File: src/rtl/riscv_core_axi_pkg.sv
// Shared AXI4 read-side constants and the refill FSM state type for the
// data-cache AXI adapters.
package riscv_core_axi_pkg;

  localparam logic [1:0] AXI_BURST_INCR  = 2'b01;
  localparam logic [1:0] AXI_RESP_OKAY   = 2'b00;
  localparam logic [1:0] AXI_RESP_SLVERR = 2'b10;
  localparam logic [1:0] AXI_RESP_DECERR = 2'b11;

  // Byte-offset bits inside one 256-bit (32-byte) cache line.
  localparam int LINE_OFFSET_BITS = 5;

  typedef enum logic [1:0] {
    IDLE = 2'd0,
    ADDR = 2'd1,
    DATA = 2'd2,
    DONE = 2'd3
  } axi_rd_state_e;

endpackage

File: src/rtl/riscv_core_dcache_axi_read_adapter.sv
// Data-cache refill adapter: turns one line-refill request into a single
// AXI4 INCR read burst and assembles the R beats into a full cache line.
module riscv_core_dcache_axi_read_adapter
  import riscv_core_axi_pkg::*;
#(
  parameter  int ADDR_WIDTH    = 32,
  parameter  int AXI_BUS_WIDTH = 32,
  parameter  int LINE_WIDTH    = 256,
  localparam int BEATS         = LINE_WIDTH / AXI_BUS_WIDTH
) (
  input  logic                     i_clk,
  input  logic                     i_rst,
  input  logic                     i_mem_read_req,
  input  logic [ADDR_WIDTH-1:0]    i_mem_read_address,
  output logic                     o_mem_read_done,
  output logic [LINE_WIDTH-1:0]    o_block_from_axi,
  output logic                     o_read_error,
  output logic                     o_arvalid,
  input  logic                     i_arready,
  output logic [ADDR_WIDTH-1:0]    o_araddr,
  output logic [7:0]               o_arlen,
  output logic [2:0]               o_arsize,
  output logic [1:0]               o_arburst,
  input  logic                     i_rvalid,
  output logic                     o_rready,
  input  logic [AXI_BUS_WIDTH-1:0] i_rdata,
  input  logic [1:0]               i_rresp,
  input  logic                     i_rlast
);

  // Counter must be able to hold BEATS itself (saturation value).
  localparam int                CNT_W   = $clog2(BEATS + 1);
  localparam logic [CNT_W-1:0]  BEATS_C = CNT_W'(BEATS);
  localparam logic [CNT_W-1:0]  LAST_C  = CNT_W'(BEATS - 1);

  axi_rd_state_e    state;
  logic [CNT_W-1:0] beat_cnt;
  logic             err_q;
  logic             armed;
  logic             resp_bad;
  logic             len_bad;

  // Line-offset bits of the miss address never reach ARADDR.
  logic unused_addr_lsbs;
  assign unused_addr_lsbs = ^i_mem_read_address[LINE_OFFSET_BITS-1:0];

  // Burst shape is fixed: one full line of bus-width beats, incrementing.
  assign o_arlen   = 8'(BEATS - 1);
  assign o_arsize  = 3'($clog2(AXI_BUS_WIDTH / 8));
  assign o_arburst = AXI_BURST_INCR;

  assign resp_bad = (i_rresp != AXI_RESP_OKAY);
  // rlast must coincide with the last slot; early or late both count as faults.
  assign len_bad  = i_rlast && (beat_cnt != LAST_C);

  // Refill FSM: AR issue, beat collection, one-cycle done/error pulse.
  always_ff @(posedge i_clk or posedge i_rst) begin
    if (i_rst) begin
      state            <= IDLE;
      o_arvalid        <= 1'b0;
      o_rready         <= 1'b0;
      o_mem_read_done  <= 1'b0;
      o_read_error     <= 1'b0;
      o_araddr         <= '0;
      o_block_from_axi <= '0;
      beat_cnt         <= '0;
      err_q            <= 1'b0;
      armed            <= 1'b1;
    end else begin
      o_mem_read_done <= 1'b0;
      o_read_error    <= 1'b0;
      case (state)
        IDLE: begin
          // Re-arm only once the controller has visibly dropped its request.
          if (!i_mem_read_req) begin
            armed <= 1'b1;
          end else if (armed) begin
            o_araddr  <= {i_mem_read_address[ADDR_WIDTH-1:LINE_OFFSET_BITS],
                          LINE_OFFSET_BITS'(0)};
            beat_cnt  <= '0;
            err_q     <= 1'b0;
            o_arvalid <= 1'b1;
            state     <= ADDR;
          end
        end
        ADDR: begin
          if (i_arready) begin
            o_arvalid <= 1'b0;
            o_rready  <= 1'b1;
            state     <= DATA;
          end
        end
        DATA: begin
          // rready is held high for the whole of DATA, so rvalid is the handshake.
          if (i_rvalid) begin
            if (beat_cnt < BEATS_C)
              o_block_from_axi[int'(beat_cnt)*AXI_BUS_WIDTH +: AXI_BUS_WIDTH] <= i_rdata;
            if (beat_cnt != BEATS_C)
              beat_cnt <= beat_cnt + 1'b1;
            err_q <= err_q | resp_bad | len_bad;
            if (i_rlast) begin
              o_rready        <= 1'b0;
              o_mem_read_done <= 1'b1;
              o_read_error    <= err_q | resp_bad | len_bad;
              state           <= DONE;
            end
          end
        end
        DONE: begin
          armed <= 1'b0;
          state <= IDLE;
        end
        default: state <= IDLE;
      endcase
    end
  end

endmodule
File: config.mk
export PLATFORM = sky130hd
export DESIGN_NAME = riscv_core_dcache_axi_read_adapter
export DESIGN_NICKNAME = d
export VERILOG_FILES = /design/src/rtl/riscv_core_axi_pkg.sv /design/src/rtl/riscv_core_dcache_axi_read_adapter.sv
export SDC_FILE = /design/constraint.sdc
export NUM_CORES = 1
export LEC_CHECK = 0
export BUFFER_PORTS_ARGS = -buffer_cell sky130_fd_sc_hd__buf_2
export CAP_MARGIN = 5
export CORE_ASPECT_RATIO = 0.6
export CORE_MARGIN = 5
export CORE_UTILIZATION = 55
export DETAILED_ROUTE_END_ITERATION = 8
export GPL_ROUTABILITY_DRIVEN = 0
export PLACE_DENSITY = 0.85
export SLEW_MARGIN = 20
export SYNTH_ARGS = -nofsm -noshare
export SYNTH_HDL_FRONTEND = slang
export SYNTH_SLANG_ARGS = --single-unit
File: constraint.sdc
create_clock -name i_clk -period 20 [get_ports i_clk]
set_clock_uncertainty 0.15 [all_clocks]
set_input_delay 1 -clock i_clk [delete_from_list [all_inputs] [get_ports i_clk]]
set_output_delay 1 -clock i_clk [all_outputs]
set_load 0.02 [all_outputs]
; Yosys cells after proc, flatten, opt, wreduce, memory -nomap -nowiden
; Index checks and enable logic that the tools add are counted.
[word_totals]
ff_bits = 295
in_bits = 72
elab_cells = 76
[op_classes]
add_sub_neg = 2
n_lt_le_gt_ge = 1
n_eq_ne = 12
n_shift = 2
muxes = 32
bitwise_logic = 2
reduce_logical = 15
[ops]
columns = operator, n
row1 = bitwise mux 256 bit, 1
row2 = "variable shift 32 x 33 -> 256 bit, first input constant", 1
row3 = variable part select 32 x 33 -> 256 bit, 1
row4 = negation 9 -> 33 bit, 1
row5 = two-way mux 1 bit, 16
row6 = two-way mux 4 bit, 4
row7 = "inequality test 2 bit, second input constant", 7
row8 = AND reduction 4 bit, 3
row9 = two-way mux 2 bit, 5
row10 = AND reduction 5 bit, 2
row11 = nonzero test 2 bit, 5
row12 = case mux 1 bit (2 select lines), 4
row13 = case mux 2 bit (4 select lines), 1
row14 = case mux 4 bit (2 select lines), 1
row15 = AND reduction 3 bit, 2
row16 = "adder 4 x 1 -> 4 bit, second input constant", 1
row17 = "equality test 2 bit, second input constant", 2
row18 = "< comparator 4 bit, second input constant", 1
row19 = "inequality test 4 x 3 -> 1 bit, second input constant", 1
row20 = "inequality test 4 bit, second input constant", 1
row21 = "equality test 2 x 1 -> 1 bit, second input constant", 1
row22 = logical NOT 2 bit, 1
row23 = OR 1 bit, 2
row24 = AND reduction 2 bit, 1
row25 = logical AND 1 bit, 1

; Logic depth before layout (Yosys ltp)
; Gate-level depths: netlist of run 1.
[depth]
ltp_word = 6
mapped_depth = 10
ltp_nobuf = 5

; Worst setup path after synthesis of run 1
; OpenSTA, ideal clock, no wires.
[synth_path]
path_kind = reg-to-reg
from = register beat_cnt[0]
to = register o_block_from_axi[225]
setup_time_ns = 0.128
arrival_time_ns = 2.804
required_time_ns = 19.722
slack_ns = 16.919
stages_incl_launch_ff = 10
path_buffers = 4
period_less_slack_ns = 3.081
path_cell_list = dfrtp_1 > clkbuf_1 > inv_1 > clkbuf_1 > ha_1 > or3b_2 > or4_1 > clkbuf_1 > buf_2 > mux2_1
[synth_via]
elab_chain_cells = 3
elab_cells_between_ends = 6
[synth_lines]
columns = element, line
row1 = "start, declared", riscv_core_dcache_axi_read_adapter.sv:37  ; logic [CNT_W-1:0] beat_cnt;
row2 = "start signal, assigned", riscv_core_dcache_axi_read_adapter.sv:99  ; beat_cnt <= beat_cnt + 1'b1;
row3 = negation 9 -> 33 bit, riscv_core_dcache_axi_read_adapter.sv:97  ; o_block_from_axi[int'(beat_cnt)*AXI_BUS_WIDTH +: AXI_BUS_WIDTH] <= i_rdata;
row4 = variable part select 32 x 33 -> 256 bit / variable shift 32 x 33 -> 256 bit (equally long branches), riscv_core_dcache_axi_read_adapter.sv:97
row5 = bitwise mux 256 bit, riscv_core_dcache_axi_read_adapter.sv:97
row6 = "end signal, assigned by index", riscv_core_dcache_axi_read_adapter.sv:97
row7 = "end, declared", riscv_core_dcache_axi_read_adapter.sv:16  ; output logic [LINE_WIDTH-1:0] o_block_from_axi,
; Parallel ways exist; a longest one is shown, timed or not.
; A chain may end at the register's enable or synchronous reset.

; Worst setup path in the final report of run 1
[layout_path]
from = register beat_cnt[0]
to = register o_block_from_axi[163]
; The elaborated chain is that of the path after synthesis.

==> results.ini, run 1 <==
[status]
outcome = complete, no violations

[critical_path]
cp-end-kind = flop
arrival_ns = 4.76
cp_data_required_time_ns = 20.25
worstPathMaxFanout = 42
critPathLaunchType = flop
crit_type = flop to flop

[synthesis]
synth-seq-cells = 295
synth_cell_types = 45
synth-main-ff-cell = dfrtp_1
synth_top_area_frac = 0.606
yosysMostFrequentCell = dfrtp_1
yosysSeqAreaShare = 0.608
ys_top_cells_by_count = 294 x dfrtp_1, 274 x mux2_2, 45 x and3_1
yosysTopAreaCell = dfrtp_1
synth_edf_count = 0
synth.avg_cell_area_um2 = 14.6
ys_top_cells_by_area = dfrtp_1 61%, mux2_2 25%, and3_1 2.3%, buf_4 1.1%, buf_2 1.0%
synth-async-reset-ratio = 1.00
yosysWarnings = 0
syn_inst = 833
synth.cell_area_um2 = 12100

[die]
ioPinCount = 377
die_area_um2 = 25300
initial_core_util = 0.556
die_w_um = 202
core_um2 = 21900
die_y_um = 125
rows = 42

[pwr]
seqPwrFrac = 0.404
p_clk_frac = 0.279
total_power_uw = 1790
p_int_uw = 1140
swShare = 0.364
vdd_drop_max_uv = 120
power_leakage_uw = 0.00842
power_density_nw_per_um2 = 119
p_sw_uw = 651
combPwrFrac = 0.317

[placement]
placed_area_um2 = 14100
portBuffers = 353
dp_cells = 1432
hpwl_mm = 24.1

[sta]
clock.fmax_ghz = 0.222
setup_viol_count_final = 0
period_needed_ns = 4.51
setup-tns-final_ns = 0
finalCritPeriodShare = 0.225
final_hold_viol_count = 0
hold_slack_ns = 0.335
relSlewSlack = 0.318
slew_violations = 0
rsz0062_at_grt = false
worstMarginPinSlew_ns = 1.02

[drt]
viasPerCell = 5.61
route.detailed.drc = 0
ant_nets = 0
drt_iter0_drc = 430
wirelength_mm = 33.9
first_pass_iters = 6
wl_per_cell_um = 22.9
num_vias = 8314

[cts]
cts_resized = 0
cts_tree = done
path_clk_slew_ns = 0.06
cts_sinks = 295
hold_buffers = 0
clk_latency_ns = 0.52
cts_buffers = 27
clockBufferDepth = 3
htreeDepth = 1
cts_setup_buffers = 0
root_buffer = clkbuf_16

[layout]
nNetsFinal = 1254
stdcell_area_um2 = 15000
drive_gt1_frac = 0.585
layoutNonFillerInstCount = 1481
fillers = 1499
syn_to_final_growth_pct = 23.4

[grt]
grt_pass1_vias = 8660
grt_max_degree = 134
antenna_found_initial = 1
overflow = 0
grt_usage = 0.264
grt_pass1_wl_mm = 52.9

[flow_run]
max-cap-violations = 0

[min_path]
hold_class = flop to flop

routing by layer:
| layer | share of wire | global-route usage | up-vias |
|---|---|---|---|
| met2 | 0.43 | 0.383 | 294 |
| met3 | 0.090 | 0.0851 | 50 |
| met5 | 0 | 0 | - |
| met1 | 0.46 | 0.395 | 4361 |
| met4 | 0.020 | 0.0526 | 0 |
| li1 | - | - | 3609 |
critical path: stages, from the launching register on:
cell      delay, ns
dfrtp_1        0.32
buf_4          0.34
inv_1          0.56
ha_1           1.11
nand3b_1       0.35
nor4_4         0.66
buf_4          0.48
mux2_2         0.39
path summary, 6_finish.rpt:
check,start,endpoint,slack (ns),cells after the start
min in group asynchronous,i_rst,o_block_from_axi[150],0.48,2
setup / recovery,beat_cnt[0],o_block_from_axi[163],15.49,7
max in group asynchronous,i_rst,o_block_from_axi[166],16.97,4
setup reg to reg,beat_cnt[0],o_block_from_axi[163],15.49,7
hold / removal,o_block_from_axi[122],o_block_from_axi[122],0.33,1
hold reg to reg,o_block_from_axi[122],o_block_from_axi[122],0.33,1
cells in the final DEF, fill, tap and decap left out, drive strengths merged, types with 3 or more instances in the layout:
master,n
nand2,24
mux2,284
inv,11
a2111oi,3
nand2b,4
nor4,22
buf,366
and3,45
clkinvlp,4
conb,18
mux2i,3
clkinv,7
o21ai,6
dfrtp,294
ha,7
clkbuf,36
nor2,20
or3b,3
nand3b,3
nand3,5
registers in the layout, summed over array words and instances, names as in the netlist, 2 cells and up:
signal,flops
o_block_from_axi,256
o_araddr,27
beat_cnt,4
state,2
power by group through the flow:
stage | Combinational (uW) | Sequential (uW) | Clock (uW)
after detailed placement | 567 | 731 | 0
after global routing | 610 | 732 | 532
after CTS | 570 | 722 | 507
after floorplan | 285 | 819 | 0
after global placement | 552 | 726 | 0
final | 568 | 722 | 500
cell type report:
class                           instances  area (um^2)  share of cell area
Sequential cell                       295         7380               0.493
Multi-Input combinational cell        475         4470               0.298
Tap cell                              286          358              0.0239
Antenna cell                            1         2.50            0.000167
Clock buffer                           36          769              0.0513
Inverter                               10         45.0             0.00300
Clock inverter                         12         92.6             0.00618
Timing Repair Buffer                  366         1870               0.125
stage by stage:
step | worst slack [ns] | utilization
floorplan | 10.70 | -
global placement | 15.59 | 0.646
detailed placement | 15.51 | 0.646
CTS | 15.50 | 0.685
finish | 15.49 | 0.686
global route | 15.30 | 0.686
kinds of logic (layout without fill, tap and decap cells):
family                   count (synthesis)  after routing  share of synthesized area
multiplexers                           287            287                      0.266
AO/OA/AOI/OAI                           21             21                     0.0166
XOR/XNOR                                 2              2                    0.00144
flip-flops                             295            295                      0.608
other                                    2             19                   0.000618
buffers and inverters                   79            424                     0.0326
adder cells (fa/ha/maj)                  7              7                    0.00721
AND/OR/NAND/NOR                        140            140                     0.0679
(Power assumes the default switching activity.)
==> run 2, diff against run 1 <==
--- a/config.mk
+++ b/config.mk
@@ -9,10 +9,10 @@
 export CAP_MARGIN = 5
 export CORE_ASPECT_RATIO = 0.6
 export CORE_MARGIN = 5
-export CORE_UTILIZATION = 55
+export CORE_UTILIZATION = 46
 export DETAILED_ROUTE_END_ITERATION = 8
 export GPL_ROUTABILITY_DRIVEN = 0
-export PLACE_DENSITY = 0.85
+export PLACE_DENSITY = 0.76
 export SLEW_MARGIN = 20
 export SYNTH_ARGS = -nofsm -noshare
 export SYNTH_HDL_FRONTEND = slang
==> constraint.sdc (replaced) <==
create_clock -name i_clk -period 4 [get_ports i_clk]
set_clock_uncertainty 0.15 [all_clocks]
set_input_delay 0.2 -clock i_clk [delete_from_list [all_inputs] [get_ports i_clk]]
set_output_delay 0.2 -clock i_clk [all_outputs]
set_load 0.02 [all_outputs]
==> run 2 against run 1 <==
Net effect: cell count up 10%; sequential power rose to 5.0 times the previous value; worst hold slack worse by 0.059 ns; sequential share of layout area down 2.9 points; first-iteration DRC count up 21%; largest power group unchanged; highest routed layer unchanged.
==> results.ini, run 2 (same netlist as run 1, synthesis figures left out) <==
[critical_path]
max_stage_delay_ns = 0.48
r2r_setup_slack_ns = 0.87
cp_top_family = buffers and inverters
cp-startpoint = beat_cnt[1]
cp-end-kind = flop
crit_chain = inv_1, ha_1, buf_4, or3b_1, a2111oi_4, buf_4, mux2_2
cp-endpoint = o_block_from_axi[64]
critPathBufInv = 3
worstPathMaxFanout = 32
cp_data_required_time_ns = 4.26
critPathLaunchType = flop
r2r_start = beat_cnt[1]
crit_cells = 7
r2r_cells = 7
crit_type = flop to flop
arrival_ns = 3.39
rr_endpoint = o_block_from_axi[64]
cp_common_cell = buf_4
crit_slowest_cell = buf_4

[layout]
layoutNonFillerInstCount = 1634
final_util = 0.609
nNetsFinal = 1330
largest_reg_flops = 256
syn_to_final_growth_pct = 31.3
drive_gt1_frac = 0.556
mostFrequentLayoutCells = 353 x buf_2, 294 x dfrtp_1, 274 x mux2_2
top_regs = o_block_from_axi: 256 flops, o_araddr: 27 flops, beat_cnt: 4 flops
layout.cells.most_common = buf_2
top_register = o_block_from_axi

[sta]
period_needed_ns = 3.13
setup_viol_count_final = 0
rsz0062_at_grt = false
worstMarginPinSlew_ns = 0.899
clock.fmax_ghz = 0.320
final_hold_viol_count = 0
finalCritPeriodShare = 0.782
slew_violations = 0
setup-tns-final_ns = 0
relSlewSlack = 0.401
hold_slack_ns = 0.275

[cts]
hold_buffers = 70
cts_resized = 0
path_clk_slew_ns = 0.07
clk_latency_ns = 0.54
cts_setup_buffers = 0
cts_buffers = 27
clockBufferDepth = 3
root_buffer = clkbuf_16
cts_sinks = 295
cts_tree = done
htreeDepth = 1

[drt]
drt_iter0_drc = 519
viasPerCell = 5.27
first_pass_iters = 4
wl_per_cell_um = 22.1
ant_nets = 0
route.detailed.drc = 0
wirelength_mm = 36.0
num_vias = 8610

[grt]
antenna_found_initial = 3
overflow = 0
grt_pass1_vias = 8926
grt_pass1_wl_mm = 54.6
grt_usage = 0.235
grt_max_degree = 127

[die]
ioPinCount = 377
core_um2 = 26200
rows = 46
initial_core_util = 0.464
die_y_um = 136
die_area_um2 = 29900
die_w_um = 220

[min_path]
hold_class = input pin to flop
min_from = i_mem_read_address[23]

[flow_run]
max-cap-violations = 0

[placement]
dp_cells = 1511
portBuffers = 353
hpwl_mm = 24.8

[pwr]
power_leakage_uw = 0.00878
vdd_drop_max_uv = 333
power_density_nw_per_um2 = 584

[status]
outcome = complete, no violations

run 2: power by group:
part / internal [uW] / total [uW] / switching (uW) / leakage (uW)
Combinational: 1030 / 2980 / 1950 / 0.00432
Sequential: 3390 / 3620 / 233 / 0.00401
Clock: 1540 / 2710 / 1170 / 0.000447
Total: 5960 / 9310 / 3350 / 0.00878
run 2: area by class of cell:
cell class	count	area, um^2
clock inverters	15	183
clock buffers	34	752
multi-input cells	475	4470
fillers	1992	10200
inverters	10	41.3
flip-flops and latches	295	7380
well taps	360	450
repair buffers	442	2660
diodes	3	7.51
run 2: stage by stage:
stage	worst slack, ns	area, um^2	power [uW]
floorplan	-0.266	12200	5520
global placement	0.968	14300	6440
detailed placement	0.922	14300	6530
CTS	0.895	15900	9320
global route	0.735	15900	9730
finish	0.874	15900	9310
run 2: worst min-delay path by stage:
stage	slack [ns]	cells after the start	end
5_1_grt	0.28	3	o_araddr[28]
3_3_place_gp	-0.02	2	o_araddr[30]
6_report	0.28	3	o_araddr[23]
2_1_floorplan	0.18	1	o_block_from_axi[19]
4_1_cts	0.24	3	o_araddr[31]
3_5_place_dp	-0.006	2	o_araddr[25]
run 2: layer usage:
layer / global-route usage / vias up / wire, um
li1: - / 3777 / -
met1: 0.344 / 4469 / 16000
met2: 0.350 / 310 / 16100
met3: 0.0752 / 54 / 3270
met4: 0.0454 / 0 / 648
met5: 0 / - / 0
run 2: worst reg2reg max path: stages (launching register included):
cell	delay (ns)
dfrtp_1	0.43
inv_1	0.10
ha_1	0.30
buf_4	0.29
or3b_1	0.48
a2111oi_4	0.33
buf_4	0.48
mux2_2	0.45
==> run 3, diff against run 2 <==
--- a/config.mk
+++ b/config.mk
@@ -5,6 +5,7 @@
 export SDC_FILE = /design/constraint.sdc
 export NUM_CORES = 1
 export LEC_CHECK = 0
+export ABC_AREA = 1
 export BUFFER_PORTS_ARGS = -buffer_cell sky130_fd_sc_hd__buf_2
 export CAP_MARGIN = 5
 export CORE_ASPECT_RATIO = 0.6
==> constraint.sdc (replaced) <==
create_clock -name i_clk -period 2.7 [get_ports i_clk]
set_clock_uncertainty 0.15 [all_clocks]
set_input_delay 0.135 -clock i_clk [delete_from_list [all_inputs] [get_ports i_clk]]
set_output_delay 0.135 -clock i_clk [all_outputs]
set_load 0.02 [all_outputs]
==> run 3 against run 2 <==
Net effect: non-clock buffer count up 8; via count grew 25%; area after synthesis shrank 1.8%; sequential share of layout area rose by 0.71 points; largest power group unchanged.
==> results.ini, run 3 <==
[min_path]
hold_class = input pin to asynchronous set/reset pin

[layout]
mostFrequentLayoutCells = 495 x nand2_1, 353 x buf_2, 293 x dfrtp_1
nNetsFinal = 1790
top_register = o_block_from_axi
top_regs = o_block_from_axi: 256 flops, o_araddr: 27 flops, beat_cnt: 4 flops
stdcell_area_um2 = 15700
layout.cells.most_common = nand2_1
num_antenna_cells = 0
final_util = 0.618
largest_reg_flops = 256
syn_to_final_growth_pct = 31.7
drive_gt1_frac = 0.272

[synthesis]
yosysWarnings = 0
synth.avg_cell_area_um2 = 9.11
syn_inst = 1309
ys_top_cells_by_area = dfrtp_1 62%, nand2_1 16%, nand3_1 5.7%, o21ai_1 5.2%, buf_2 2.1%
synth-seq-cells = 295
yosysTopAreaCell = dfrtp_1
synth-async-reset-ratio = 1.00
synth_top_area_frac = 0.617
synth.cell_area_um2 = 11900
ys_top_cells_by_count = 495 x nand2_1, 294 x dfrtp_1, 135 x nand3_1
synth_edf_count = 0
yosysMostFrequentCell = nand2_1
synth-main-ff-cell = dfrtp_1
yosysSeqAreaShare = 0.619
synth_cell_types = 31

[sta]
setup-tns-final_ns = 0
setup_viol_count_final = 0
final_hold_viol_count = 0
rsz0062_at_grt = false
relSlewSlack = 0.500
clock.fmax_ghz = 0.396
period_needed_ns = 2.52
slew_violations = 0
finalCritPeriodShare = 0.935
setup_ws_ns = 0.175
worstMarginPinSlew_ns = 0.750

[cts]
clk_latency_ns = 0.55
htreeDepth = 1
clockBufferDepth = 3
cts_tree = done
path_clk_slew_ns = 0.07
cts_buffers = 27
root_buffer = clkbuf_16
cts_setup_buffers = 0
cts_sinks = 295

[grt]
grt_max_degree = 137
antenna_found_initial = 0
grt_pass1_wl_mm = 59.5
overflow = 0
grt_pass1_vias = 10600
grt_usage = 0.253

[drt]
route.detailed.drc = 0
drt_iter0_drc = 1081
num_vias = 10700
first_pass_iters = 7
wirelength_mm = 38.0
wl_per_cell_um = 18.2
ant_nets = 0
viasPerCell = 5.16

[die]
die_w_um = 218
die_area_um2 = 29300
core_um2 = 25400
initial_core_util = 0.470
rows = 45
ioPinCount = 377
die_y_um = 135

[critical_path]
worstPathMaxFanout = 25
arrival_ns = 2.84
crit_type = flop to flop
critPathLaunchType = flop
cp_data_required_time_ns = 3.01
cp-end-kind = flop
r2r_cells = 7

[pwr]
power_leakage_uw = 0.00875
swShare = 0.356
p_int_uw = 8310
p_clk_frac = 0.321
power_density_nw_per_um2 = 822
seqPwrFrac = 0.401
vdd_drop_max_uv = 750
combPwrFrac = 0.278
p_sw_uw = 4590

[status]
outcome = complete, no violations

[flow_run]
max-cap-violations = 0

[placement]
portBuffers = 353
dp_slack_ns = 0.281
hpwl_mm = 26.1
placed_area_um2 = 14100

-- run 3: changes by cell type in the layout (fill, tap and decap cells not counted), sizes merged, moves of 42 or more --
cell and delta:
nand2 +476, mux2 -284, o21ai +165, nand3 +132
and3 -45, inv +42
-- run 3: metrics by stage --
| step | total power [uW] | std cells | hold WS, ns |
|---|---|---|---|
| global route | 13600 | 2084 | 0.0880 |
| detailed placement | 8680 | 1966 | 0.0980 |
| CTS | 12900 | 2084 | 0.0680 |
| floorplan | 7410 | 1325 | 0.0923 |
| finish | 12900 | 2084 | 0.0675 |
| global placement | 8590 | 1966 | 0.0927 |
-- run 3: cells by family (layout without fill, tap and decap cells) --
| group | Yosys count | in the layout | share of synthesized area |
|---|---|---|---|
| and+or+nand+nor | 682 | 682 | 0.240 |
| DFF | 295 | 295 | 0.619 |
| AOI/OAI and AO/OA | 177 | 177 | 0.0752 |
| buffers and inverters | 145 | 552 | 0.0569 |
| adders and majority gates | 7 | 7 | 0.00735 |
| other | 2 | 18 | 0.000630 |
| xor gates and xnor gates | 1 | 1 | 0.000735 |
-- run 3: per-layer routing --
| layer | track usage | wire [um] |
|---|---|---|
| met5 | 0 | 0 |
| met4 | 0.0666 | 1120 |
| met3 | 0.0668 | 3320 |
| met2 | 0.413 | 18000 |
| met1 | 0.342 | 15600 |
-- run 3: area by class of cell --
cell class / instances / area (um^2)
clock inverter: 13 / 176
fill: 2104 / 9690
multi-input combinational: 885 / 3940
sequential: 295 / 7380
tap: 352 / 440
inverter: 52 / 199
clock buffer: 37 / 783
timing repair buffer: 450 / 2780
-- run 3: power by group through the flow --
stage	logic [uW]	clock network, uW	registers (uW)
2_1_floorplan	1710	0	5700
3_3_place_gp	3380	0	5210
3_5_place_dp	3450	0	5230
4_1_cts	3560	4190	5150
5_1_grt	3950	4400	5220
6_report	3590	4140	5170
-- run 3: repair_timing --
item,CTS,global route
hold endpoints to repair,585,0
hold buffers,68,0
resized for setup,0,0
setup endpoints to repair,0,0
-- run 3: worst paths after layout --
| check | from | end | slack [ns] |
|---|---|---|---|
| max in group asynchronous | i_rst | beat_cnt[0] | 1.59 |
| min reg2reg | o_block_from_axi[11] | o_block_from_axi[11] | 0.32 |
| max reg2reg | beat_cnt[0] | o_block_from_axi[113] | 0.18 |
| min | i_rst | o_block_from_axi[114] | 0.07 |
| min in group i_clk | i_mem_read_address[10] | o_araddr[10] | 0.17 |
| max | beat_cnt[0] | o_block_from_axi[113] | 0.18 |
-- run 3: worst max-delay path: stages, from the launching register on --
cell,delay (ns)
dfrtp_2,0.52
inv_2,0.12
ha_1,0.29
nand3_2,0.22
buf_4,0.36
nand3_1,0.27
or2_2,0.34
o21ai_1,0.14
